**src/rtl/gr_scoreboard_file.sv**
```systemverilog
// General-register file with write-back bypass and a per-register
// latency scoreboard that raises stall for the ID stage.
module gr_scoreboard_file #(
  parameter int WIDTH   = 16,
  parameter int NREG    = 8,
  parameter int AW      = 3,
  parameter int MAXLAT  = 3,
  parameter int CW      = 2,
  parameter int ZERO_R0 = 0
) (
  input  logic             clock,
  input  logic             reset,
  input  logic             enable,
  input  logic             sb_clr,
  input  logic [AW-1:0]    ra_addr,
  input  logic             ra_used,
  output logic [WIDTH-1:0] ra_data,
  output logic             ra_busy,
  input  logic [AW-1:0]    rb_addr,
  input  logic             rb_used,
  output logic [WIDTH-1:0] rb_data,
  output logic             rb_busy,
  output logic             stall,
  input  logic             iss_valid,
  input  logic [AW-1:0]    iss_rd,
  input  logic [CW-1:0]    iss_lat,
  input  logic             wb_en,
  input  logic [AW-1:0]    wb_addr,
  input  logic [WIDTH-1:0] wb_data,
  input  logic [AW-1:0]    dbg_sel,
  output logic [WIDTH-1:0] dbg_data,
  output logic             sb_any
);

  localparam logic [CW-1:0] MAXC = CW'(MAXLAT);

  logic [WIDTH-1:0] gr  [NREG];
  logic [CW-1:0]    cnt [NREG];

  logic          wb_ok;
  logic          iss_ok;
  logic          a_r0, b_r0;
  logic          a_hit, b_hit;
  logic [CW-1:0] lat_sat;

  // r0 is a hard zero when ZERO_R0 is set: no write, no bypass, no busy
  assign wb_ok = enable && wb_en
               && !(ZERO_R0 != 0 && wb_addr == '0);

  assign a_r0  = (ZERO_R0 != 0) && (ra_addr == '0);
  assign b_r0  = (ZERO_R0 != 0) && (rb_addr == '0);
  assign a_hit = wb_ok && (wb_addr == ra_addr);
  assign b_hit = wb_ok && (wb_addr == rb_addr);

  assign ra_data = a_r0  ? '0
                 : a_hit ? wb_data
                 : gr[ra_addr];
  assign rb_data = b_r0  ? '0
                 : b_hit ? wb_data
                 : gr[rb_addr];

  assign ra_busy = !a_r0 && (cnt[ra_addr] != '0) && !a_hit;
  assign rb_busy = !b_r0 && (cnt[rb_addr] != '0) && !b_hit;

  assign stall = enable
               && ((ra_used && ra_busy) || (rb_used && rb_busy));

  assign dbg_data = gr[dbg_sel];

  assign lat_sat = (iss_lat > MAXC) ? MAXC : iss_lat;

  assign iss_ok = enable && iss_valid && !stall
               && (iss_lat != '0)
               && !(ZERO_R0 != 0 && iss_rd == '0);

  always_comb begin
    sb_any = 1'b0;
    for (int r = 0; r < NREG; r++)
      if (cnt[r] != '0) sb_any = 1'b1;
  end

  always_ff @(posedge clock or negedge reset) begin
    if (!reset) begin
      for (int r = 0; r < NREG; r++) begin
        gr[r]  <= '0;
        cnt[r] <= '0;
      end
    end else if (enable) begin
      for (int r = 0; r < NREG; r++) begin
        if (wb_ok && wb_addr == AW'(r))
          gr[r] <= wb_data;
        // a new issue owns the slot even if it retires on this edge
        if (sb_clr)
          cnt[r] <= '0;
        else if (iss_ok && iss_rd == AW'(r))
          cnt[r] <= lat_sat;
        else if (wb_en && wb_addr == AW'(r))
          cnt[r] <= '0;
        else if (cnt[r] != '0)
          cnt[r] <= cnt[r] - 1'b1;
      end
    end
  end

endmodule

```
**config.mk**
```make
export PLATFORM = sky130hd
export DESIGN_NAME = gr_scoreboard_file
export DESIGN_NICKNAME = d
export VERILOG_FILES = /design/src/rtl/gr_scoreboard_file.sv
export SDC_FILE = /design/constraint.sdc
export NUM_CORES = 1
export LEC_CHECK = 0
export BUFFER_PORTS_ARGS = -buffer_cell sky130_fd_sc_hd__buf_4
export CELL_PAD_IN_SITES_DETAIL_PLACEMENT = 1
export CELL_PAD_IN_SITES_GLOBAL_PLACEMENT = 2
export CORE_MARGIN = 4
export CORE_UTILIZATION = 25
export CTS_CLUSTER_DIAMETER = 100
export CTS_CLUSTER_SIZE = 20
export DETAILED_ROUTE_END_ITERATION = 7
export PLACE_DENSITY = 0.59
export SLEW_MARGIN = 20
export SYNTH_ARGS = -nofsm -noshare
export SYNTH_HDL_FRONTEND = slang
export SYNTH_SLANG_ARGS = --single-unit
export TNS_END_PERCENT = 10
```
**constraint.sdc**
```tcl
create_clock -name clock -period 3.15 [get_ports clock]
set_input_delay 0.4725 -clock clock [delete_from_list [all_inputs] [get_ports clock]]
set_output_delay 0.4725 -clock clock [all_outputs]
set_load 0.03 [all_outputs]
```
==> summary.md <==
| Metric | Value |
|---|---|
| Outcome | finished clean |
| Seq cells post-synth | 144 |
| Slowest-stage cell, CP | mux4_2 |
| Maximum clock skew at final layout | about 0.0096 ns |
| Final setup viols | 0 |
| CP Cell Sequence | nor2_1, mux4_2, a21o_1, nor3b_4, o21a_1, buf_4 |
| Tot Pwr | 7.54 mW |
| Final #Nets | between 800 and 900 |
| Final setup margin | 0.407 ns |
| Drt pass-1 iters | 4 |
| Worst Path Class, Setup | reg2out |
| Worst EP arrival | 2.27 ns |
| DRC viols | 0 |
| Initial antenna violation count | 0 |
| Total die area | 40900 um2 |
| WP depth | 6 |
| Top FF cell, synth | dfrtp_1 |
| Reg clk slew, reported paths | 0.07 ns |
| Post-Synthesis Cells | 710 |
| Clock sinks | 144 |
| Proportion of synthesized area in mux cells | 0.439 |
| Synthesized area per cell | 13.3 um2 |
| Routed wire per std cell | 22.2 um |
| Power density over cell area | 657 nW/um2 |
| Fmax | 0.365 GHz |
| CP required | 2.68 ns |
| Placer Congestion | 0.731 |
| Flop2flop setup slack | around 0.6 ns |
| Worst hold-check path type | in2async |
| Critical Path Source Type | flip-flop |
| Place WS | 0.215 ns |
| Final hold vios | 0 |
| Final Core Density | 0.310 |
| RSZ-0062 raised after global routing | no |
| DP Cell Count | between 1000 and 1500 |
| CP Buf/Inv Count | 1 |
| Peak supply drop | between 0.3 and 0.4 mV |
| DP HPWL | 19.2 mm |
| ANT nets after route | 0 |
| First-pass GRT wire length | 44.0 mm |
| FF-to-FF path depth | 9 |
| GRT Total Usage | 0.142 |
| MaxCap Viol Count | 0 |
| Largest family of logic cells by synthesized area | multiplexers |
| Crit-path max FO | 6 |
| Asr flop ratio synth | 1.00 |
| Final slew viol count | 0 |
| Post-Synth Simple-Gate Area | 0.0733 |
| Final worst-path cycle share | 0.871 |
| Xor and xnor fraction of the mapped netlist area | 0.00556 |
| Delay-heaviest family, CP | multiplexers |
| R2R Path Start | cnt[10] |
| Crit path time final | 2.74 ns |
| Site row count | 70 |
| Skew-Pair Late Insertion Delay | 0.43 ns |
| Most frequent cells in the layout | mux2_2, dfrtp_1, buf_4 |
| PortBufs | 92 |
| Core area | 37000 um2 |
| Post-synthesis cell area | 9440 um2 |
| Yosys warns | 0 |
| Max incr delay on CP | 0.45 ns |
| Largest net degree at the start of global routing | 59 |
| Detailed Route Iter0 Violations | between 200 and 300 |
| Cell taking the most area after synthesis | dfrtp_1 |
| Number of synthesized flops with an enable pin | 0 |
| Layout cell share with drive strength beyond 1 | 0.534 |
| Vias in the first global route | 6815 |
| Clk root buf | clkbuf_16 |
| Starting Density | 0.256 |
| Register area share after synthesis | 0.382 |
| Antenna diodes | 0 |
| CTS Buf Count | 17 |
| TritonCTS clock tree | yes |
| Synth unique cells | 41 |
| DRT Wirelength | 29.1 mm |
| Via count | ~6500 |
| Synth top area share | 0.382 |
| Compound-Gate Fraction of Synth Area | 0.0523 |
| DIE HEIGHT | 202 um |
| Max Root-Sink Buffers | 2 |
| Htree depth | 4 |
| Post-Synth Adder-Cell Area | 0.0106 |
| Post-CTS Resized | 0 |
| Boundary Pins | 93 |
| Slew margin rel. | 0.351 |
| Critical R2R Capture | cnt[3] |
| Remaining global-route overflow | 0 |
| Leakage | around 4.6 nW |
| Layout Area Growth over Synthesis | 21.5% |
| Die width | 202 um |
| Worst slew pin tran | about 0.97 ns |
| Avg Vias per Cell | roughly 4.9 |
| Post-route setup TNS | 0 ns |
| Worst Setup End Kind | output port |
| Ranking of synthesized cells by area | dfrtp_1, mux4_2, mux2_2 |
| Syn nets | 759 |
| Cell Count, Final, Fillers Out | 1313 |
[metal layers]
layer,GRT usage,wire [um],part of all wire,vias up
li1,-,-,-,2938
met1,0.205,14000,0.48,3435
met2,0.232,14100,0.48,100
met3,0.0185,816,0.028,14
met4,0.0291,206,0.0071,0
met5,0,0,0,-
[synth_stat cells, drive strengths merged (2+ instances only)]
master and n:
a211oi 4, a21o 2, a21oi 3, a221o 16, a31oi 4, and3b 2, buf 34, clkbuf 34
dfrtp 144, ha 8, inv 16, mux2 144, mux2i 32, mux4 98, nand2 44, nand2b 3
nand3 2, nand3b 11, nand4 2, nor2 14, nor2b 3, nor3 24, nor3b 2, nor4 7
o21ai 44, or4b 2, xor2 6
[cell families after synthesis]
kind of cell | Yosys count
xor+xnor | 6
mux | 274
flops | 144
buf+inv | 84
simple gates | 118
fa+ha+maj | 8
compound gates | 76
[area by class of cell]
type	count	area, um2
fillers	4020	25500
inverters	16	60.1
multi-input cells	482	5510
clock inverters	15	191
well taps	504	631
clock buffers	17	425
flip-flops and latches	144	3600
repair buffers	135	1050
[how the worst max path moves through the flow]
stage	slack (ns)	startpoint	to
after global routing	0.28	cnt[4]	stall
final	0.41	cnt[6]	stall
after global placement	0.20	rb_addr[0]	stall
after detailed placement	0.21	rb_addr[0]	stall
after floorplan	0.46	ra_addr[0]	ra_data[10]
after CTS	0.09	cnt[6]	stall
[report_power, final]
| group | total (mW) | internal, mW | switching, mW |
|---|---|---|---|
| Combinational | 2.71 | 1.43 | 1.28 |
| Sequential | 2.69 | 2.29 | 0.402 |
| Clock | 2.15 | 1.21 | 0.936 |
[state kept, by name, indices dropped and copies added (netlist names)]
register	cells
gr	128
cnt	16
[stage by stage]
stage                     area, um2  hold WS [ns]
after floorplan                9440         0.177
after global placement        10800         0.503
after detailed placement      10800         0.513
after CTS                     11400        0.0489
after global routing          11500        0.0670
final                         11500        0.0333
[repair_timing]
action	4_1_cts	5_1_grt
buffers inserted	0	11
hold buffers	0	0
setup endpoints to repair	0	1
Note: power is estimated with default switching activity, not from simulation.
